### config.mk
export PLATFORM = sky130hd
export DESIGN_NAME = fifo_wr_arbiter_flat
export DESIGN_NICKNAME = d
export VERILOG_FILES = /design/src/rtl/fifo_wr_arbiter_if.sv /design/src/rtl/fifo_wr_arbiter.sv /design/src/flat_wrapper.sv
export SDC_FILE = /design/constraint.sdc
export NUM_CORES = 1
export LEC_CHECK = 0
export CORE_MARGIN = 3
export CORE_UTILIZATION = 34
export CTS_BUF_LIST = sky130_fd_sc_hd__clkbuf_8
export CTS_CLUSTER_DIAMETER = 30
export CTS_CLUSTER_SIZE = 20
export DETAILED_ROUTE_END_ITERATION = 12
export PLACE_DENSITY = 0.81
export SLEW_MARGIN = 20
export SYNTH_ARGS = -nofsm -noshare
export SYNTH_HDL_FRONTEND = slang
export SYNTH_SLANG_ARGS = --single-unit
### constraint.sdc
create_clock -name clk -period 1.8 [get_ports clk]
set_clock_uncertainty 0.1 [all_clocks]
set_input_delay 0.45 -clock clk [delete_from_list [all_inputs] [get_ports clk]]
set_output_delay 0.45 -clock clk [all_outputs]
set_load 0.005 [all_outputs]
### src/rtl/fifo_wr_arbiter_if.sv
// Requester lanes and FIFO write port for the round-robin write arbiter.
interface fifo_wr_arbiter_if #(
   parameter int unsigned num_req    = 4,
   parameter int unsigned data_width = 8
);
   localparam int unsigned id_width = $clog2(num_req);

   logic [num_req-1:0]            req_valid;
   logic [num_req*data_width-1:0] req_data;
   logic [num_req-1:0]            req_ready;
   logic                          fifo_full;
   logic                          fifo_wr;
   logic [data_width-1:0]         fifo_wdata;
   logic [id_width-1:0]           grant_id;
   logic                          busy;

   // Arbiter side
   modport master (
      input  req_valid, req_data, fifo_full,
      output req_ready, fifo_wr, fifo_wdata, grant_id, busy
   );

   // Requesters and FIFO side
   modport slave (
      output req_valid, req_data, fifo_full,
      input  req_ready, fifo_wr, fifo_wdata, grant_id, busy
   );
endinterface

### src/rtl/fifo_wr_arbiter.sv
// Round-robin arbiter sharing the async FIFO write port among requesters.
// A grant is held for up to burst_max words so a requester's words stay
// contiguous; the handshake (fifo_wr / req_ready) is zero-latency.
module fifo_wr_arbiter #(
   parameter int unsigned num_req    = 4,
   parameter int unsigned data_width = 8,
   parameter int unsigned burst_max  = 4
) (
   input  logic               clk,
   input  logic               reset,
   fifo_wr_arbiter_if.master  bus
);
   localparam int unsigned id_width  = $clog2(num_req);
   localparam int unsigned cnt_width = $clog2(burst_max + 1);
   localparam logic [cnt_width-1:0] last_beat = cnt_width'(burst_max - 1);
   localparam logic [id_width-1:0]  last_id   = id_width'(num_req - 1);

   typedef enum logic {
      IDLE = 1'b0,
      LOCK = 1'b1
   } state_t;

   state_t                 state_q, state_d;
   logic [id_width-1:0]    owner_q, owner_d;
   logic [id_width-1:0]    last_grant_q, last_grant_d;
   logic [cnt_width-1:0]   beat_q, beat_d;

   logic [data_width-1:0]  lane [num_req];
   logic [id_width-1:0]    winner;
   logic [id_width-1:0]    idx;
   logic                   any_valid;
   logic                   xfer;

   // Split the flat data bus into per-requester lanes
   for (genvar g = 0; g < num_req; g++) begin : g_lane
      assign lane[g] = bus.req_data[g*data_width +: data_width];
   end

   // Round-robin search: first valid requester after last_grant, wrapping
   always_comb begin
      winner    = '0;
      any_valid = 1'b0;
      idx       = '0;
      for (int unsigned k = 1; k <= num_req; k++) begin
         idx = id_width'((32'(last_grant_q) + k) % num_req);
         if (!any_valid && bus.req_valid[idx]) begin
            winner    = idx;
            any_valid = 1'b1;
         end
      end
   end

   // State register
   always_ff @(posedge clk) begin
      if (reset) begin
         state_q      <= IDLE;
         owner_q      <= '0;
         last_grant_q <= last_id;
         beat_q       <= '0;
      end else begin
         state_q      <= state_d;
         owner_q      <= owner_d;
         last_grant_q <= last_grant_d;
         beat_q       <= beat_d;
      end
   end

   // Next state, grant release and the write-port handshake
   always_comb begin
      state_d        = state_q;
      owner_d        = owner_q;
      last_grant_d   = last_grant_q;
      beat_d         = beat_q;
      xfer           = 1'b0;
      bus.fifo_wr    = 1'b0;
      bus.req_ready  = '0;
      bus.fifo_wdata = lane[owner_q];
      bus.grant_id   = owner_q;
      bus.busy       = (state_q == LOCK);

      case (state_q)
         IDLE: begin
            if (any_valid) begin
               owner_d = winner;
               beat_d  = '0;
               state_d = LOCK;
            end
         end
         LOCK: begin
            // Reset suppresses the write so a word is never half-accepted
            xfer                   = bus.req_valid[owner_q] && !bus.fifo_full && !reset;
            bus.fifo_wr            = xfer;
            bus.req_ready[owner_q] = xfer;
            if (!bus.req_valid[owner_q]) begin
               state_d      = IDLE;
               last_grant_d = owner_q;
               beat_d       = '0;
            end else if (xfer) begin
               if (beat_q == last_beat) begin
                  state_d      = IDLE;
                  last_grant_d = owner_q;
                  beat_d       = '0;
               end else begin
                  beat_d = beat_q + cnt_width'(1);
               end
            end
         end
         default: begin
            state_d = IDLE;
         end
      endcase
   end
endmodule

### src/flat_wrapper.sv
// flat-port wrapper written by rule: the top's interface ports become plain ports
module fifo_wr_arbiter_flat 
#(
   parameter int unsigned num_req    = 4,
   parameter int unsigned data_width = 8,
   parameter int unsigned burst_max  = 4
)
  (clk, reset, bus_req_valid, bus_req_data, bus_fifo_full, bus_req_ready, bus_fifo_wr, bus_fifo_wdata, bus_grant_id, bus_busy);
  fifo_wr_arbiter_if #(.num_req(num_req), .data_width(data_width)) bus_i ();
  input  logic clk;
  input  logic reset;
  input wire logic [$bits(bus_i.req_valid)-1:0] bus_req_valid;
  input wire logic [$bits(bus_i.req_data)-1:0] bus_req_data;
  input wire logic [$bits(bus_i.fifo_full)-1:0] bus_fifo_full;
  output wire logic [$bits(bus_i.req_ready)-1:0] bus_req_ready;
  output wire logic [$bits(bus_i.fifo_wr)-1:0] bus_fifo_wr;
  output wire logic [$bits(bus_i.fifo_wdata)-1:0] bus_fifo_wdata;
  output wire logic [$bits(bus_i.grant_id)-1:0] bus_grant_id;
  output wire logic [$bits(bus_i.busy)-1:0] bus_busy;
  assign bus_i.req_valid = bus_req_valid;
  assign bus_i.req_data = bus_req_data;
  assign bus_i.fifo_full = bus_fifo_full;
  assign bus_req_ready = bus_i.req_ready;
  assign bus_fifo_wr = bus_i.fifo_wr;
  assign bus_fifo_wdata = bus_i.fifo_wdata;
  assign bus_grant_id = bus_i.grant_id;
  assign bus_busy = bus_i.busy;
  fifo_wr_arbiter #(.num_req(num_req), .data_width(data_width), .burst_max(burst_max)) u_core (.clk(clk), .reset(reset), .bus(bus_i));
endmodule
==> results of run 1 <==
registers in the layout (all words and copies together), names as in the netlist:
register	flops
u_core.last_grant_q	2
u_core.beat_q	3
u_core.bus.grant_id	2
u_core.bus.busy	1
critical path: stages, from the launching register on:
cell,delay [ns]
dfxtp_4,0.37
buf_6,0.14
mux4_2,0.50
buf_2,0.14
cells in the mapped netlist:
master,count
o22ai_2,1
a311oi_1,1
nor3_1,4
or4b_1,1
ha_1,1
clkbuf_1,1
a21oi_1,5
nand2b_1,2
o22ai_1,2
and2b_1,1
mux2i_1,2
o32ai_1,1
mux4_1,3
nand2_1,4
buf_6,2
o32a_1,1
clkbuf_8,1
o21ai_0,3
inv_1,10
nor2_1,6
dfxtp_1,8
nor2b_1,1
mux4_2,6
nand3_1,3
nor4_1,1
a21boi_2,1
o221ai_1,3
power by group through the flow:
| stage | logic [mW] | clock network (mW) | registers (mW) |
|---|---|---|---|
| after floorplan | 0.155 | 0 | 0.208 |
| after global placement | 0.352 | 0 | 0.208 |
| after detailed placement | 0.356 | 0 | 0.209 |
| after CTS | 0.329 | 0.228 | 0.209 |
| after global routing | 0.374 | 0.241 | 0.212 |
| final | 0.346 | 0.223 | 0.209 |
stage by stage:
stage / setup WS [ns] / area, µm² / hold slack (ns) / util
finish: -0.145 / 1420 / 0.373 / 0.709
detailed placement: -0.873 / 1380 / 0.360 / 0.691
CTS: -0.142 / 1380 / 0.365 / 0.691
floorplan: 0.102 / 729 / 0.333 / -
global placement: -0.832 / 1380 / 0.341 / 0.691
global route: -0.222 / 1420 / 0.396 / 0.709
logic make-up after synthesis:
group	share of synthesized area
flops	0.220
buf+inv	0.106
fa+ha+maj	0.0171
mux	0.321
simple gates	0.158
compound gates	0.178
cell type report:
| type | count | area (µm²) |
|---|---|---|
| Timing Repair Buffer | 75 | 624 |
| Fill cell | 178 | 583 |
| Multi-Input combinational cell | 53 | 515 |
| Sequential cell | 8 | 166 |
| Clock buffer | 3 | 41.3 |
| Inverter | 10 | 37.5 |
| Tap cell | 27 | 33.8 |
timing repair:
item | 4_1_cts | 5_1_grt
cloned | 0 | 0
buffers inserted | 4 | 1
pin swaps | 6 | 1
setup endpoints to repair | 21 | 18
gates resized for setup | 106 | 7
layout by cell type (no fill, tap or decap), drive strengths merged, types with 2 or more instances in the layout:
cell type / instances
mux4: 9
mux2i: 2
buf: 33
inv: 10
dlymetal6s2s: 2
nand2b: 2
nand2: 4
o21ai: 3
nand3: 3
nor2: 6
dlygate4sd2: 35
o221ai: 3
nor3: 4
a21oi: 5
o22ai: 3
clkbuf: 3
dfxtp: 8
clkdlybuf4s15: 4
routing by layer:
| layer | global-route usage | part of all wire |
|---|---|---|
| met5 | 0 | 0 |
| met4 | 0.0894 | 0.010 |
| met3 | 0.0655 | 0.12 |
| met2 | 0.362 | 0.49 |
| met1 | 0.206 | 0.38 |
worst paths after layout:
path                                   endpoint  cells after the start
hold reg to reg   u_core.beat_q[2]$_SDFFE_PP0P_                      2
hold / removal    u_core.beat_q[2]$_SDFFE_PP0P_                      2
setup reg to reg     u_core.bus.busy$_SDFF_PP0_                      6
setup / recovery              bus_fifo_wdata[1]                      3
==> flow_metrics.py, run 1 <==
metrics = {
    "critical_path": {
        "rrSetupSlack_ns": 0.03,
        "cp-startpoint": "u_core.bus.grant_id[0]$_SDFFE_PP0P_",
        "crit_required_ns": 1.25,
        "path_class": "flop to output pin",
        "crit_path_max_fanout": 5,
        "worstPathArrival_ns": 1.39,
        "critPathLaunchType": "flop",
        "r2r-start": "u_core.bus.grant_id[0]$_SDFFE_PP0P_",
        "critPathCaptureType": "output pin",
    },
    "die": {
        "start_util": 0.364,
        "fp.dieH_um": 52.3,
        "core-area_um2": 2000,
        "num_rows": 16,
        "io-pin-count": 55,
        "die_x_um": 52.3,
        "fp.dieArea_um2": 2740,
    },
    "global_route": {
        "antenna_found_initial": 0,
        "grtUsageTotal": 0.200,
        "overflow": 0,
        "grt_first_pass_wirelength_mm": 3.99,
        "grt_max_degree": 10,
        "grt_pass1_vias": 880,
    },
    "final_layout": {
        "stdcell_count": 176,
        "diodes": 0,
        "final_nets": 191,
        "syn2layout_area_growth_pct": 94.5,
        "layout-drive-gt1-share": 0.376,
    },
    "timing": {
        "slew_viol_final": 0,
        "max_freq_mhz": 514,
        "tightest_slew_ns": 0.332,
        "finalHoldViolations": 0,
        "period_needed_ns": 1.94,
        "fin_crit_sh": 1.08,
        "rsz0062_at_grt": "true",
        "slew_headroom": 0.777,
        "fin_tns_setup_ns": -1.66,
        "worst_slack_ns": -0.145,
        "setup_viol": 15,
    },
    "clock_network": {
        "numCtsBuffers": 3,
        "clockBufferDepth": 2,
        "cts_hold_buf": 0,
        "cts_tree": "yes",
        "h-tree-depth": 1,
        "cts_sinks": 8,
        "path_clk_slew_ns": 0.04,
        "clockRootBuffer": "clkbuf_8",
        "insertion_delay_ns": 0.24,
    },
    "place": {
        "dp.cells": 168,
        "portBuffers": 54,
        "dp_hpwl_mm": 2.08,
        "gp_congestion": 0.832,
    },
    "detailed_routing": {
        "wl_per_cell_um": 15.8,
        "drt-initial-drc-count": 17,
        "drcViolationCount": 0,
        "dr.pass1.iters": 4,
        "viasPerCell": 5.20,
        "num_vias": 916,
        "finalWirelength_mm": 2.79,
        "ant_nets": 0,
    },
    "hold_path": {
        "hold_start": "u_core.beat_q[2]$_SDFFE_PP0P_",
        "hp-class": "flop to flop",
    },
    "pwr": {
        "vdd_drop_max_uv": 497,
        "swShare": 0.289,
        "total_power_mw": 0.778,
        "internal_power_mw": 0.553,
        "p_seq_frac": 0.269,
        "power.density_nw_per_um2": 548,
        "p_comb_frac": 0.444,
        "p_leak_nw": 0.682,
        "p_switching_mw": 0.225,
        "p_clk_frac": 0.287,
    },
    "synth": {
        "yosysSeqAreaShare": 0.220,
        "ys_types": 27,
        "syn-mean-instance-area_um2": 9.73,
        "yosys_warnings": 0,
        "ys_ff_latch": 8,
        "netlist_top_cells_area": "dfxtp_1, mux4_2, mux4_1, inv_1, o221ai_1",
        "synth.largest_area_cell": "dfxtp_1",
        "yosysTopAreaCellShare": 0.220,
        "synthCells": 75,
        "syn_area_um2": 729,
        "syn_nets": 115,
    },
    "job": {
        "cap_viol_max_count": 0,
    },
    "outcome": {
        "status": "finished, violations left",
        "violations": "setup timing",
    },
}
Note: power is estimated with default switching activity, not from simulation.
==> run 2, diff against run 1 <==
--- a/config.mk
+++ b/config.mk
@@ -7,7 +7,7 @@
 export LEC_CHECK = 0
 export CORE_MARGIN = 3
 export CORE_UTILIZATION = 34
-export CTS_BUF_LIST = sky130_fd_sc_hd__clkbuf_8
+export CTS_BUF_LIST = sky130_fd_sc_hd__clkbuf_4 sky130_fd_sc_hd__clkbuf_8
 export CTS_CLUSTER_DIAMETER = 30
 export CTS_CLUSTER_SIZE = 20
 export DETAILED_ROUTE_END_ITERATION = 12
==> run 2 against run 1 <==
The run still ends with setup timing left. Register-to-register slack worse by 0.02 ns. Combinational power is 2% lower. Critical path depth is 4 higher. Via count is 0.33% higher. Maximum frequency is 3.1% lower. Critical endpoint is now bus_req_ready[1].
==> flow_metrics.py, run 2 (synthesis results as in run 1) <==
metrics = {
    "outcome": {
        "status": "finished, violations left",
        "violations": "setup timing",
    },
    "clock_network": {
        "numCtsBuffers": 3,
        "insertion_delay_ns": 0.27,
        "cts_sinks": 8,
        "h-tree-depth": 1,
        "clockRootBuffer": "clkbuf_4",
        "path_clk_slew_ns": 0.05,
        "cts_tree": "yes",
        "clockBufferDepth": 2,
    },
    "critical_path": {
        "worstPathArrival_ns": 1.46,
        "crit_path_max_fanout": 2,
        "rrSetupSlack_ns": 0.01,
        "critPathCaptureType": "output pin",
        "critPathLaunchType": "input port",
        "crit_required_ns": 1.25,
        "path_class": "input port to output pin",
    },
    "die": {
        "fp.dieArea_um2": 2740,
        "die_x_um": 52.3,
        "num_rows": 16,
        "start_util": 0.364,
        "fp.dieH_um": 52.3,
        "io-pin-count": 55,
        "core-area_um2": 2000,
    },
    "global_route": {
        "grt_first_pass_wirelength_mm": 4.00,
        "overflow": 0,
        "grt_max_degree": 10,
        "grt_pass1_vias": 882,
        "antenna_found_initial": 0,
        "grtUsageTotal": 0.198,
    },
    "job": {
        "cap_viol_max_count": 0,
    },
    "final_layout": {
        "syn2layout_area_growth_pct": 89.9,
        "largest-register": "u_core.beat_q",
        "largest_reg_flops": 3,
        "layout-drive-gt1-share": 0.373,
        "final_nets": 192,
        "final_common_cell": "dlygate4sd2_1",
        "final_cell_area_um2": 1390,
        "most-common-layout-cells": "dlygate4sd2_1, buf_4, buf_2",
        "diodes": 0,
    },
    "detailed_routing": {
        "viasPerCell": 5.19,
        "ant_nets": 0,
        "drt-initial-drc-count": 8,
        "drcViolationCount": 0,
        "finalWirelength_mm": 2.72,
        "wl_per_cell_um": 15.4,
        "dr.pass1.iters": 4,
        "num_vias": 919,
    },
    "timing": {
        "tightest_slew_ns": 0.335,
        "rsz0062_at_grt": "true",
        "period_needed_ns": 2.01,
        "fin_crit_sh": 1.12,
        "slew_viol_final": 0,
        "setup_viol": 13,
        "max_freq_mhz": 498,
        "slew_headroom": 0.774,
        "finalHoldViolations": 0,
        "worst_slack_ns": -0.207,
        "fin_hold_ws_ns": 0.373,
    },
    "pwr": {
        "power.density_nw_per_um2": 500,
        "p_leak_nw": 0.668,
        "total_power_mw": 0.693,
        "vdd_drop_max_uv": 417,
    },
    "place": {
        "gp_congestion": 0.832,
        "dpl-instance-area_um2": 1380,
        "portBuffers": 54,
        "dp_hpwl_mm": 2.08,
        "dpl_worst_slack_ns": -0.873,
    },
    "hold_path": {
        "hp-class": "flop to flop",
    },
}
## run 2: layer usage
layer  wire length, µm  global-route usage  part of all wire  vias up
li1                  -                   -                 -      442
met1              1070               0.210              0.39      434
met2              1320               0.351              0.49       41
met3               304              0.0741              0.11        2
met4                23              0.0723            0.0085        0
met5                 0                   0                 0        -
## run 2: final cells by class
type / instances / area [µm²]
multi-input combinational: 53 / 510
clock buffer: 3 / 22.5
sequential: 8 / 166
fill: 190 / 617
timing repair buffer: 76 / 614
tap: 27 / 33.8
inverter: 10 / 37.5
## run 2: worst max-delay path, cell delays in order
cell           delay (ns)
dlygate4sd2_1        0.26
mux2i_2              0.22
o22ai_2              0.11
buf_4                0.15
nand3_1              0.10
nor2_1               0.06
buf_2                0.12
## run 2: path summary, 6_finish.rpt
kind,to,startpoint,depth (start not counted)
max,bus_req_ready[1],bus_req_valid[3],7
min,u_core.beat_q[2]$_SDFFE_PP0P_,u_core.beat_q[2]$_SDFFE_PP0P_,2
max reg2reg,u_core.bus.busy$_SDFF_PP0_,u_core.bus.grant_id[0]$_SDFFE_PP0P_,6
min reg2reg,u_core.beat_q[2]$_SDFFE_PP0P_,u_core.beat_q[2]$_SDFFE_PP0P_,2
## run 2: report_power, final
group / internal [mW] / switching (mW) / leakage [nW]
Combinational: 0.209 / 0.129 / 0.587
Clock: 0.0769 / 0.0703 / 0.0138
Sequential: 0.192 / 0.0161 / 0.0668
## run 2: what timing repair did
action / 4_1_cts / 5_1_grt
hold buffers: 0 / 0
buffers inserted: 5 / 1
endpoints found under the setup margin: 19 / 16
pin swaps: 6 / 1
gates resized for setup: 103 / 5
## run 2: stage by stage
step,util,instances,setup TNS (ns)
final,0.692,177,-2.17
after detailed placement,0.691,168,-10.49
after global placement,0.691,168,-10.22
after floorplan,-,75,0
after global routing,0.692,177,-3.12
after CTS,0.678,176,-2.15
